--- src/rtl/sample_window_stats.sv ---
// Windowed sum/count (and optional min/max) over 2**WIN_LOG2 unsigned samples.
// Min/max tracking is compiled only when SAMPLE_WINDOW_STATS_MINMAX_EN is defined.
module sample_window_stats #(
    parameter int unsigned DATA_W   = 22,
    parameter int unsigned WIN_LOG2 = 3
) (
    input  logic                       clk,
    input  logic                       rst,
    input  logic                       in_valid,
    input  logic [DATA_W-1:0]          in_data,
    output logic                       in_ready,
    input  logic                       flush,
    output logic                       out_valid,
    input  logic                       out_ready,
    output logic [DATA_W+WIN_LOG2-1:0] out_sum,
    output logic [DATA_W-1:0]          out_min,
    output logic [DATA_W-1:0]          out_max,
    output logic [WIN_LOG2:0]          out_count
);

    localparam int unsigned SumW = DATA_W + WIN_LOG2;
    localparam int unsigned CntW = WIN_LOG2 + 1;
    localparam logic [CntW-1:0] WinLen = {1'b1, {WIN_LOG2{1'b0}}};

    typedef enum logic [0:0] {StAccum, StHold} state_e;

    state_e          state_q, state_d;
    logic [SumW-1:0] sum_q, sum_d, acc_sum, out_sum_q, out_sum_d;
    logic [CntW-1:0] count_q, count_d, acc_count, out_count_q, out_count_d;
    logic            accept;
    logic            emit;

    assign in_ready  = (state_q == StAccum) && !rst;
    assign out_valid = (state_q == StHold);
    assign accept    = in_valid && in_ready;
    assign out_sum   = out_sum_q;
    assign out_count = out_count_q;

    // Running totals including this cycle's sample, so a flush alongside a sample includes it.
    always_comb begin
        acc_sum   = sum_q;
        acc_count = count_q;
        if (accept) begin
            acc_sum   = sum_q + SumW'(in_data);
            acc_count = count_q + CntW'(1);
        end
    end

    assign emit = (state_q == StAccum) &&
                  ((acc_count == WinLen) || (flush && (acc_count != '0)));

    always_comb begin
        state_d     = state_q;
        sum_d       = acc_sum;
        count_d     = acc_count;
        out_sum_d   = out_sum_q;
        out_count_d = out_count_q;
        case (state_q)
            StAccum: begin
                if (emit) begin
                    out_sum_d   = acc_sum;
                    out_count_d = acc_count;
                    sum_d       = '0;
                    count_d     = '0;
                    state_d     = StHold;
                end
            end
            StHold: begin
                if (out_ready) begin
                    state_d = StAccum;
                end
            end
            default: state_d = StAccum;
        endcase
    end

    always_ff @(posedge clk) begin
        if (rst) begin
            state_q     <= StAccum;
            sum_q       <= '0;
            count_q     <= '0;
            out_sum_q   <= '0;
            out_count_q <= '0;
        end else begin
            state_q     <= state_d;
            sum_q       <= sum_d;
            count_q     <= count_d;
            out_sum_q   <= out_sum_d;
            out_count_q <= out_count_d;
        end
    end

`ifdef SAMPLE_WINDOW_STATS_MINMAX_EN
    logic [DATA_W-1:0] min_q, min_d, max_q, max_d;
    logic [DATA_W-1:0] acc_min, acc_max;
    logic [DATA_W-1:0] out_min_q, out_min_d, out_max_q, out_max_d;

    // The first sample of a window loads both extremes directly.
    always_comb begin
        acc_min = min_q;
        acc_max = max_q;
        if (accept) begin
            if (count_q == '0) begin
                acc_min = in_data;
                acc_max = in_data;
            end else begin
                if (in_data < min_q) acc_min = in_data;
                if (in_data > max_q) acc_max = in_data;
            end
        end
    end

    always_comb begin
        min_d     = acc_min;
        max_d     = acc_max;
        out_min_d = out_min_q;
        out_max_d = out_max_q;
        if (emit) begin
            out_min_d = acc_min;
            out_max_d = acc_max;
            min_d     = '0;
            max_d     = '0;
        end
    end

    always_ff @(posedge clk) begin
        if (rst) begin
            min_q     <= '0;
            max_q     <= '0;
            out_min_q <= '0;
            out_max_q <= '0;
        end else begin
            min_q     <= min_d;
            max_q     <= max_d;
            out_min_q <= out_min_d;
            out_max_q <= out_max_d;
        end
    end

    assign out_min = out_min_q;
    assign out_max = out_max_q;
`else
    assign out_min = '0;
    assign out_max = '0;
`endif

endmodule

--- config.mk ---
export PLATFORM = sky130hd
export DESIGN_NAME = sample_window_stats
export DESIGN_NICKNAME = d
export VERILOG_FILES = /design/src/rtl/sample_window_stats.sv
export SDC_FILE = /design/constraint.sdc
export NUM_CORES = 1
export LEC_CHECK = 0
export CAP_MARGIN = 15
export CORE_MARGIN = 2
export CORE_UTILIZATION = 50
export CTS_BUF_LIST = sky130_fd_sc_hd__clkbuf_8
export CTS_CLUSTER_SIZE = 16
export DETAILED_ROUTE_END_ITERATION = 10
export GPL_TIMING_DRIVEN = 0
export PLACE_DENSITY = 0.83
export SYNTH_ARGS = -nofsm -noshare
export SYNTH_HDL_FRONTEND = slang
export SYNTH_SLANG_ARGS = --single-unit
--- constraint.sdc ---
create_clock -name clk -period 3.24 [get_ports clk]
set_input_delay 0.648 -clock clk [delete_from_list [all_inputs] [get_ports clk]]
set_output_delay 0.648 -clock clk [all_outputs]
set_load 0.03 [all_outputs]
# Word-level counts from Yosys, hierarchy flattened
# Index checks and enable logic that the tools add are counted.
# classes
muxes,9
n_eq_ne,1
bitwise_logic,1
reduce_logical,8
addsub,2
# ops
cell,n
$mux 25,3
$add 25x22->25,1
$mux 4,3
$add 4x1->4 const B,1
$eq 4x4->1 const B,1
$logic_and 1x1->1,4
$reduce_bool 4->1,1
$mux 1,2
$pmux 1 s2,1
$reduce_and 2->1,1
$logic_not 1->1,1
$logic_or 1x1->1,1
$not 1->1,1
# word_totals
elab_cells,26
in_bits,27
ff_bits,59
output_inout_bits,75

# Longest topological paths before layout
# Gate-level depths: netlist of run 1.
# logic_depth
word_depth,10
depth_mapped,9
depth_no_buf,9

# Worst setup path after synthesis of run 1
# No wires, ideal clock.
# synth_path
path_type,input port to flip-flop
start,in in_data[0]
end,"reg out_sum_q[22], in the netlist out_sum[22]"
setup_ns,0.122
arrival_ns,2.463
slack_ns,0.654
t_required_ns,3.118
stages,9
path_cell_list,ha_1 fa_1 a21oi_1 o211ai_1 a41oi_1 o21bai_1 a22oi_1 xor2_1 o21ai_0
# synth_via
elab_chain_cells,2
# synth_rtl
item,line,source
from (decl),10,"input logic [DATA_W-1:0] in_data,"
$add 25x22->25,44,acc_sum = sum_q + SumW'(in_data);
$mux 25,43,if (accept) begin
to (signal assigned),88,out_sum_q <= out_sum_d;
to (decl),28,"logic [SumW-1:0] sum_q, sum_d, acc_sum, out_sum_q, out_sum_d;"
# Every way passes these cells.
# A chain may end at the register's enable or synchronous reset.

# Worst setup path after layout of run 1
# layout_path
start,in in_data[9]
end,"reg out_sum_q[17], in the netlist out_sum[17]"
# The elaborated chain is that of the path after synthesis.

==> flow_metrics.tcl, run 1 <==
set metrics [dict create \
    finalHoldViolCount 0 \
    cts.repair.resized 0 \
    nFillCells 619 \
    viasPerCell 5.12 \
    cp-start-kind "input pin" \
    cts.sinks 59 \
    ys_types 58 \
    vdd_drop_max_v 0.000372 \
    antenna_found_initial 0 \
    power_leakage_uw 0.00200 \
    final_area_mm2 0.00466 \
    synth-seq-cells 59 \
    synth_edf_count 0 \
    multi_input_area_mm2 0.00218 \
    critPathCaptureType "register" \
    clkTransAtPathRegs_ns 0.08 \
    post-route-util_pct 67.9 \
    row_count 30 \
    io_buffers 57 \
    wl_per_cell_um 13.9 \
    first_pass_iters 4 \
    hp-class "register to register" \
    cts_inserted_buffers 9 \
    h-tree-depth 3 \
    grt_max_degree 12 \
    worst_hold_slack_ns 0.452 \
    drv_slew 0 \
    synth_ff_type "dfxtp_1" \
    status "finished clean" \
    die-area_mm2 0.00791 \
    grt_pass1_vias 3295 \
    ant_nets 0 \
    tightestPinTransition_ns 0.676 \
    postCtsSetupRepairBufs 0 \
    via_count 3336 \
    core_mm2 0.00687 \
    fin_nets 602 \
    finClkSkew_ns 0.0104 \
    setup_viol 0 \
    synth.top_cell.area_share_pct 32.8 \
    r2r_slack_ns 0.61 \
    crit_arrival_ns 3.27 \
    totalNegativeSetupSlack_ns 0 \
    async_flop_share_pct 0 \
    drcViolationCount 0 \
    dpl.hpwl_mm 7.05 \
    layout-drive-gt1-share_pct 14.9 \
    initial_core_util_pct 52.5 \
    grt_pass1_wl_mm 15.0 \
    synth_area_mm2 0.00361 \
    dp_cells 636 \
    worst-setup-path-type "input pin to register" \
    yosysSeqAreaShare_pct 32.8 \
    clk_latency_ns 0.35 \
    grt-ovfl-total 0 \
    instances_no_fill 652 \
    seqCellArea_mm2 0.00118 \
    syn2layout_area_growth_pct 29.3 \
    period_share_pct 93.7 \
    track_usage_pct 24.3 \
    post_synth.cell_area_avg_um2 8.20 \
    fmax_ghz 0.329 \
    die_h_um 88.9 \
    crit_fanout 9 \
    clock_path_buffers 2 \
    cts_tree "done" \
    syn_inst 440 \
    gp_congestion 0.932 \
    cts_hold_buf 0 \
    ios 102 \
    cap_violations 0 \
    crit_required_ns 3.48 \
    final.min_clock_period_ns 3.04 \
    num_antenna_cells 0 \
    p_per_area_mw_per_mm2 488 \
    max-slew-margin-rel_pct 55.0 \
    fp.dieW_um 88.9 \
    totalWireLength_mm 9.09 \
    place_area_mm2 0.00446 \
    synth_top_cell_by_area "dfxtp_1" \
    cts-root-buf "clkbuf_8" \
    dr.first_iter.drc_count 139 \
    synth_area_leaders "dfxtp_1 (33%), buf_4 (10%), ha_1 (8.0%)" \
    yosysWarnings 0 \
]
through the flow:
step,power [uW],setup slack (ns)
CTS,2270,0.0500
floorplan,1450,0.654
global route,2390,-0.0365
finish,2270,0.204
global placement,1660,-0.198
detailed placement,1680,-0.312
path summary, 6_finish.rpt:
kind / start / endpoint / cells after the start
hold reg to reg: out_sum[0] / out_sum[0] / 2
setup reg to reg: sum_q[9] / out_sum[17] / 9
hold / removal: out_sum[0] / out_sum[0] / 2
setup / recovery: in_data[9] / out_sum[17] / 10
worst max-delay path, cell delays in order:
cell	delay, ns
clkdlybuf4s50_1	0.42
ha_1	0.28
clkbuf_1	0.32
nand2_1	0.16
nor3_1	0.19
o2111ai_1	0.20
a311oi_2	0.50
nor3_1	0.11
a221oi_1	0.31
o21ai_0	0.12
cell type report:
type	instances	share of cell area, %
buffer	60	9.21
clock buffer	9	2.66
tap	96	2.58
timing repair buffer	57	12.2
multi-input combinational	361	46.7
inverter	3	0.242
sequential	59	25.3
clock inverter	7	0.993
flip-flops by register name, summed over array words and instances (netlist names):
register   count
count_q        4
sum_q         25
out_valid      1
out_sum       25
out_count      4
power by group:
group / switching (uW) / internal, uW / leakage, uW
clock: 315 / 273 / 0.0000864
combinational: 509 / 335 / 0.00144
sequential: 44.6 / 796 / 0.000480
total: 869 / 1400 / 0.00200
synthesized netlist by cell type (3+ instances only):
| master | instances |
|---|---|
| a211oi_1 | 9 |
| a21o_1 | 6 |
| a21oi_1 | 37 |
| a22o_1 | 4 |
| a22oi_1 | 3 |
| and2_1 | 3 |
| and3_1 | 3 |
| buf_4 | 48 |
| buf_6 | 3 |
| clkbuf_1 | 8 |
| dfxtp_1 | 59 |
| ha_1 | 23 |
| inv_1 | 3 |
| mux2i_1 | 8 |
| nand2_1 | 45 |
| nand3_1 | 8 |
| nand4_1 | 6 |
| nor2_1 | 58 |
| nor2b_1 | 3 |
| nor3_1 | 5 |
| o211ai_1 | 3 |
| o21ai_0 | 32 |
| xnor2_1 | 8 |
| xor2_1 | 13 |
placed cells by master (no fill, tap or decap), drive strengths merged, types with 2 or more instances in the layout:
cell type and instances:
a211oi 10, a21o 6, a21oi 39, a22o 4, a22oi 3, a31oi 2
and2 5, and3 3, and4 2, buf 52, clkbuf 17, clkdlybuf4s50 57
clkinv 4, clkinvlp 2, conb 44, dfxtp 59, ha 23, inv 4
mux2 2, mux2i 8, nand2 45, nand2b 2, nand3 8, nand4 6
nor2 59, nor2b 3, nor3 5, nor3b 2, o211ai 3, o21a 2
o21ai 33, o21bai 2, o22ai 2, or2 2, or3 2, xnor2 8
xor2 13
kinds of logic (layout without fill, tap and decap cells):
kind of cell | count (synthesis) | in the layout | share of synthesized area, %
multiplexers | 10 | 10 | 2.95
adder cells (fa/ha/maj) | 24 | 24 | 8.54
other | 1 | 44 | 0.104
flip-flops | 59 | 59 | 32.8
AO/OA/AOI/OAI | 115 | 115 | 19.7
XOR/XNOR | 21 | 21 | 5.10
buffers and inverters | 63 | 136 | 12.2
AND/OR/NAND/NOR | 147 | 147 | 18.6
layer usage:
metal | vias to the layer above | part of all wire, % | global-route usage, %
met1 | 1525 | 43 | 29.7
met4 | 0 | 1.8 | 8.68
met5 | - | 0 | 0
met3 | 16 | 5.3 | 3.88
met2 | 108 | 49 | 43.1
li1 | 1687 | - | -
(Power assumes the default switching activity.)
==> run 2: changes to the inputs <==
--- a/constraint.sdc
+++ b/constraint.sdc
@@ -3,2 +3,2 @@
 set_output_delay 0.648 -clock clk [all_outputs]
-set_load 0.03 [all_outputs]
+set_load 0.02 [all_outputs]
==> results of run 2 <==
Same layout as run 1 (identical final DEF). Status: finished clean.
Among the figures that moved: total power 2270 uW -> 2220 uW
==> run 3: changes to the inputs <==
- CAP_MARGIN: 15 -> not set
==> results of run 3 <==
Same layout as run 1 (identical final DEF). Status: finished clean.
Among the figures that moved: total power 2270 uW -> 2220 uW
